File: src/rtl/vga_text_writer.sv
// Text-cell writer for the vga_text bus: optional full-screen clear, then prints a
// null-terminated character stream at a cursor with newline/CR/line/screen wrap.
module vga_text_writer #(
    parameter int          ADDR_WIDTH = 64,
    parameter int          DATA_WIDTH = 64,
    parameter logic [63:0] BASE_ADDR  = 64'h30002,
    parameter int          COLS       = 80,
    parameter int          ROWS       = 90,
    parameter logic [7:0]  FILL_CHAR  = 8'd32,
    localparam int         RW         = $clog2(ROWS),
    localparam int         CW         = $clog2(COLS)
) (
    input  logic                  clock,
    input  logic                  reset,
    input  logic                  start,
    input  logic                  clear,
    input  logic [RW-1:0]         start_row,
    input  logic [CW-1:0]         start_col,
    input  logic                  char_valid,
    input  logic [7:0]            char_in,
    output logic                  char_ready,
    output logic [ADDR_WIDTH-1:0] address,
    output logic [DATA_WIDTH-1:0] data,
    output logic                  write,
    output logic                  read,
    output logic                  busy,
    output logic                  done,
    output logic [RW-1:0]         cursor_row,
    output logic [CW-1:0]         cursor_col
);
    localparam int CELLS = COLS * ROWS;
    localparam int NW    = $clog2(CELLS);
    localparam logic [ADDR_WIDTH-1:0] BASE_A = ADDR_WIDTH'(BASE_ADDR);
    localparam logic [DATA_WIDTH-1:0] FILL_D = DATA_WIDTH'(FILL_CHAR);

    typedef enum logic [1:0] {IDLE, CLEAR, STREAM, DONE} state_t;

    state_t                state, state_n;
    logic [NW-1:0]         clr_cnt, clr_cnt_n;
    logic [RW-1:0]         row_n, row_inc;
    logic [CW-1:0]         col_n;
    logic [ADDR_WIDTH-1:0] address_n;
    logic [DATA_WIDTH-1:0] data_n;
    logic                  write_n;

    assign char_ready = (state == STREAM);
    assign busy       = (state == CLEAR) || (state == STREAM);
    assign done       = (state == DONE);
    assign read       = 1'b0;
    // No scrolling: stepping past the last row lands back on row 0.
    assign row_inc    = (32'(cursor_row) == ROWS - 1) ? '0 : cursor_row + 1'b1;

    always_ff @(posedge clock or posedge reset) begin
        if (reset) begin
            state      <= IDLE;
            clr_cnt    <= '0;
            cursor_row <= '0;
            cursor_col <= '0;
            address    <= '0;
            data       <= '0;
            write      <= 1'b0;
        end else begin
            state      <= state_n;
            clr_cnt    <= clr_cnt_n;
            cursor_row <= row_n;
            cursor_col <= col_n;
            address    <= address_n;
            data       <= data_n;
            write      <= write_n;
        end
    end

    always_comb begin
        state_n   = state;
        clr_cnt_n = clr_cnt;
        row_n     = cursor_row;
        col_n     = cursor_col;
        address_n = address;
        data_n    = data;
        write_n   = 1'b0;
        case (state)
            IDLE: if (start) begin
                row_n = (32'(start_row) >= ROWS) ? '0 : start_row;
                col_n = (32'(start_col) >= COLS) ? '0 : start_col;
                if (clear) begin
                    // Cell 0 is issued on entry so every CLEAR cycle carries a write.
                    state_n   = CLEAR;
                    clr_cnt_n = '0;
                    write_n   = 1'b1;
                    address_n = BASE_A;
                    data_n    = FILL_D;
                end else begin
                    state_n = STREAM;
                end
            end
            CLEAR: begin
                if (32'(clr_cnt) == CELLS - 1) begin
                    state_n = STREAM;
                end else begin
                    clr_cnt_n = clr_cnt + 1'b1;
                    write_n   = 1'b1;
                    address_n = BASE_A + ADDR_WIDTH'(clr_cnt_n);
                    data_n    = FILL_D;
                end
            end
            STREAM: if (char_valid) begin
                case (char_in)
                    8'd0:  state_n = DONE;
                    8'd10: begin
                        col_n = '0;
                        row_n = row_inc;
                    end
                    8'd13: col_n = '0;
                    default: begin
                        write_n   = 1'b1;
                        address_n = BASE_A + ADDR_WIDTH'(cursor_row) * ADDR_WIDTH'(COLS)
                                  + ADDR_WIDTH'(cursor_col);
                        data_n    = DATA_WIDTH'(char_in);
                        if (32'(cursor_col) == COLS - 1) begin
                            col_n = '0;
                            row_n = row_inc;
                        end else begin
                            col_n = cursor_col + 1'b1;
                        end
                    end
                endcase
            end
            DONE: state_n = IDLE;
        endcase
    end
endmodule

File: config.mk
export PLATFORM = sky130hd
export DESIGN_NAME = vga_text_writer
export DESIGN_NICKNAME = d
export VERILOG_FILES = /design/src/rtl/vga_text_writer.sv
export SDC_FILE = /design/constraint.sdc
export NUM_CORES = 1
export LEC_CHECK = 0
export ABC_AREA = 1
export BUFFER_PORTS_ARGS = -buffer_cell sky130_fd_sc_hd__buf_4
export CAP_MARGIN = 40
export CORE_MARGIN = 2
export CORE_UTILIZATION = 43
export CTS_CLUSTER_SIZE = 10
export DETAILED_ROUTE_END_ITERATION = 7
export PLACE_DENSITY = 0.75
export SYNTH_ARGS = -nofsm -noshare
export SYNTH_HDL_FRONTEND = slang
export SYNTH_SLANG_ARGS = --single-unit
File: constraint.sdc
create_clock -name clock -period 2.78 [get_ports clock]
set_input_delay 0.417 -clock clock [delete_from_list [all_inputs] [get_ports clock]]
set_output_delay 0.417 -clock clock [all_outputs]
set_load 0.01 [all_outputs]
* Yosys cells after proc, flatten, opt, wreduce, memory -nomap -nowiden
Cells that the tools add are included.
Cells by class: order comparisons 2, $mul 1, reductions and logical operators 14, add/sub/neg operators 6, equality and inequality tests 18, mux-type cells 41
Operators by type and width (number):
- 64-bit 2-to-1 mux | 10
- 64-bit case mux with 3 select lines | 2
- 7-bit 2-to-1 mux | 9
- 7-bit case mux with 2 select lines | 4
- 13-bit 2-to-1 mux | 3
- 13-bit case mux with 2 select lines | 1
- 19-bit by 7-bit adder with 20-bit output | 1
- 18-bit by 13-bit adder with 19-bit output (first input constant) | 1
- 18-bit by 14-bit adder with 19-bit output (first input constant) | 1
- 8-bit by 4-bit equality test with 1-bit output (second input constant) | 2
- 7-bit by 1-bit adder with 7-bit output (second input constant) | 2
- 7-bit equality test (second input constant) | 2
- 7-bit greater-or-equal comparator (second input constant) | 2
- 2-bit != test (second input constant) | 7
- 13-bit by 1-bit adder with 13-bit output (second input constant) | 1
- 13-bit equality test (second input constant) | 1
- 4-bit AND reduction | 3
- 7-bit by 3-bit multiplier with 10-bit output (second input constant) | 1
- 2-bit 2-to-1 mux | 5
- 8-bit logical NOT | 1
- 2-bit case mux with 4 select lines | 1
- 6-bit AND reduction | 1
- 1-bit 2-to-1 mux | 5
- 5-bit AND reduction | 1
- 11 further kinds | 15
Word-level totals: bits in registers 158, output and inout port bits 147, bits of input ports 27

* Longest topological paths before layout
depth after elaboration 6, depth in mapped cells 15, gate-level depth less buffers 15

* Worst setup path after synthesis
No wires, ideal clock.
path type register to register, start point register cursor_row[3], end point register address[12], path buffers 0, slack 0.363 ns, data arrival time 2.300 ns, cell stages (with the launch flop) 12, data required time 2.664 ns, cells stage by stage dfrtp_1 -> ha_1 -> ha_1 -> fa_1 -> nand3_1 -> or2_2 -> nand2_1 -> nand3_1 -> nand3_1 -> nand3_1 -> nand2_1 -> nand2_1
Between the ends: longest elaborated chain between the ends 6
Ends and longest elaborated chain:
- start, declared | line 28 | output logic [RW-1:0] cursor_row,
- start signal, assigned | line 65 | cursor_row <= row_n;
- 7-bit by 3-bit multiplier with 10-bit output | line 116 | address_n = BASE_A + ADDR_WIDTH'(cursor_row) * ADDR_WIDTH'(COLS)
- 18-bit by 14-bit adder with 19-bit output | line 116
- 19-bit by 7-bit adder with 20-bit output | line 117 | + ADDR_WIDTH'(cursor_col);
- 64-bit 2-to-1 mux | line 107 | case (char_in)
- 64-bit 2-to-1 mux | line 106 | STREAM: if (char_valid) begin
- 64-bit case mux with 3 select lines | line 81 | case (state)
- end signal, assigned | line 67 | address <= address_n;
- end, declared | line 22 | output logic [ADDR_WIDTH-1:0] address,
No other way between the ends. The select of a mux whose other input is x is not followed. A chain may end at the register's enable or synchronous reset.

* Final worst setup path
start point register cursor_row[3], end point register address[13]
Same word-level chain as after synthesis.

==> flow_summary.json <==
{
  "netlist_area_mm2": 0.00470,
  "synth_cells": 656,
  "die_area_mm2": 0.0118,
  "rsz0062_at_grt": "false",
  "ys_warn_count": 0,
  "yosysSeqAreaShare_pct": 28.7,
  "crit_path_start_kind": "flop",
  "maxCapViolCount": 0,
  "cts_buffer_depth": 2,
  "die_h_um": 109,
  "gp_congestion": 0.872,
  "fin_setup_tns_ns": 0,
  "clockRootBuffer": "clkbuf_8",
  "drt_pass1_iterations": 4,
  "slew_viol_final": 0,
  "first_global_vias": 3627,
  "drc": 0,
  "crit_arrival_ns": 2.87,
  "rows": 38,
  "core_area_mm2": 0.0107,
  "antenna_cells": 0,
  "path_class": "reg -> reg",
  "nFillCells": 1106,
  "vias": 4058,
  "cts.clk_slew.worst_paths_ns": 0.12,
  "cts_sinks": 54,
  "syn_to_final_growth_pct": 8.96,
  "via_per_inst": 4.69,
  "power_density_mw_per_mm2": 930,
  "placed_cells": 858,
  "crit_chain": "ha_1, ha_1, fa_2, nand2_1, nor2_1, nand2_1, nand2_1, inv_1, nor2_2, nand3_1, o21ai_0, nand2_1, nand2_1, nand2_1, nand2_1",
  "clock.fmax_mhz": 382,
  "drive_above_1_share_pct": 15.3,
  "fin_cells": 866,
  "path_max_fanout": 7,
  "drtAntennaViolNets": 0,
  "crit_path_end_kind": "flop",
  "drt_iter0_markers": 220,
  "antenna_found_initial": 0,
  "top_level_ports": 174,
  "grt_pass1_wl_um": 17000,
  "slew_headroom_pct": 48.0,
  "nNetsFinal": 776,
  "yosysUniqueCellTypes": 42,
  "grt_overflow": 0,
  "htree_levels": 2,
  "start_util_pct": 43.8,
  "cp_common_cell": "nand2_1",
  "status": "finished clean",
  "clock_skew_ns": 0.0172,
  "clkLatencyLatePin_ns": 0.32,
  "r2r_slack_ns": 0.17,
  "critPathRequiredTime_ns": 3.04,
  "cts_tree": "done",
  "hold_violations": 0,
  "grt_max_degree": 30,
  "routedWlPerCell_um": 12.0,
  "setup_violations": 0,
  "finalCritPeriodShare_pct": 94.1,
  "die_w_um": 109,
  "worst_pin_slew_ns": 0.774,
  "min_period_ns": 2.61,
  "p_total_mw": 4.77,
  "grt_use_total_pct": 17.9,
  "critPathMaxStageDelay_ns": 0.58,
  "io_buffers": 69,
  "leakage_nw": 2.73,
  "hpwl_um": 8250,
  "cts_buffers": 5,
  "wirelength_um": 10400,
  "synth_area_per_cell_um2": 7.17,
  "hold_path_class": "in -> async",
  "cp_slowest_cell": "fa_2",
  "ys_seq_elements": 54,
  "vdd_drop_max_mv": 0.528
}
==> layout make-up <==
class	count	area, um2	share of cell area (%)
clock inverter	3	47.5	0.928
sequential	54	1350	26.4
multi-input combinational	524	2660	51.9
timing repair buffer	76	583	11.4
tap	140	175	3.42
clock buffer	5	68.8	1.34
inverter	64	240	4.69
==> cells in the mapped netlist, drive strengths merged <==
master | instances | share of area, %
nand3 | 55 | 6.0
clkbuf | 5 | 0.40
a22o | 2 | 0.37
o21ai | 40 | 4.3
buf | 112 | 18
a21boi | 1 | 0.16
a31oi | 5 | 0.66
o211a | 1 | 0.21
o22a | 1 | 0.19
o21bai | 1 | 0.16
mux2 | 1 | 0.24
nor2 | 53 | 5.4
a211oi | 1 | 0.16
a22oi | 7 | 1.1
clkinv | 1 | 0.080
xnor2 | 1 | 0.19
nand3b | 6 | 0.96
o31ai | 6 | 0.96
o22ai | 12 | 1.6
nand4 | 11 | 1.5
or2 | 5 | 0.66
a21o | 1 | 0.16
a21oi | 18 | 1.9
nor3 | 5 | 0.53
dfrtp | 54 | 29
ha | 23 | 6.1
o211ai | 1 | 0.16
conb | 1 | 0.080
xor2 | 7 | 1.3
fa | 1 | 0.43
inv | 63 | 5.0
nand2 | 155 | 13
==> state kept, by name, indices dropped and copies added, names as in the netlist <==
signal,flops
state,2
cursor_row,7
clr_cnt,13
cursor_col,7
data,8
write,1
address,16
==> final timing paths <==
kind                                from           to  cells after the start
min in group clock            char_in[4]      data[4]                      3
max in group asynchronous          reset   address[7]                      3
hold reg to reg               address[6]   address[6]                      2
hold / removal                     reset      data[4]                      2
setup reg to reg           cursor_row[3]  address[13]                     15
setup / recovery           cursor_row[3]  address[13]                     15
==> stage by stage <==
| stage | setup slack, ns | cell area, um2 | hold slack, ns | utilization [%] |
|---|---|---|---|---|
| 2_1_floorplan | 0.363 | 5090 | 0.503 | - |
| 6_report | 0.165 | 5130 | 0.157 | 47.7 |
| 3_5_place_dp | 0.231 | 5000 | 0.463 | 46.6 |
| 5_1_grt | 0.0232 | 5130 | 0.221 | 47.7 |
| 3_3_place_gp | 0.295 | 5000 | 0.453 | 46.6 |
| 4_1_cts | 0.150 | 5120 | 0.183 | 47.7 |
==> logic make-up (layout without fill, tap and decap cells) <==
group | count (synthesis) | count (layout) | share of synthesized area [%]
other cells | 1 | 104 | 0.0797
xor+xnor | 8 | 8 | 1.49
compound gates | 97 | 97 | 12.1
flops | 54 | 54 | 28.7
mux | 1 | 1 | 0.239
simple gates | 290 | 290 | 27.8
buf+inv | 181 | 148 | 23.1
fa+ha+maj | 24 | 24 | 6.54
==> routing by layer <==
layer,part of all wire (%),track usage (%),vias to the layer above
met5,0,0,-
met4,2.1,5.77,0
met3,5.0,2.65,17
met2,47,28.7,131
met1,46,24.8,1830
li1,-,-,2080
==> power breakdown <==
group          switching, mW  internal (mW)  total, mW
Combinational           1.80           1.12       2.92
Sequential             0.246           1.03       1.28
Clock                  0.295          0.276      0.571
Total                   2.34           2.43       4.77
==> worst max-delay path: cells and delay by family (launching register included) <==
family / cells / cell delay (ns)
AO/OA/AOI/OAI: 1 / 0.10
AND/OR/NAND/NOR: 10 / 0.82
adder cells (fa/ha/maj): 3 / 1.12
buffers and inverters: 1 / 0.06
flip-flops: 1 / 0.46
==> layout by cell type, fill, tap and decap left out, types with 2 or more instances in the layout <==
cell / Yosys / layout
nand2_1: 149 / 149
conb_1: 1 / 104
buf_4: 106 / 75
inv_1: 60 / 59
nand3_1: 54 / 54
dfrtp_1: 54 / 54
nor2_1: 44 / 43
o21ai_0: 34 / 34
ha_1: 23 / 23
a21oi_1: 18 / 18
o22ai_1: 12 / 12
nand4_1: 11 / 11
a22oi_1: 7 / 7
xor2_1: 7 / 7
o31ai_1: 6 / 6
o21ai_1: 6 / 6
nand3b_1: 6 / 6
a31oi_1: 5 / 5
nor3_1: 5 / 5
nand2_2: 5 / 5
nor2_2: 4 / 5
clkbuf_8: 0 / 5
inv_2: 3 / 4
nor2_4: 4 / 4
or2_2: 4 / 4
a22o_1: 2 / 2
inv_6: 0 / 2
==> what timing repair did <==
item	in CTS	in global routing
hold buffers	0	0
resized for setup	0	2
buffers inserted	0	0
endpoints found under the setup margin	0	3
(Power assumes the default switching activity.)
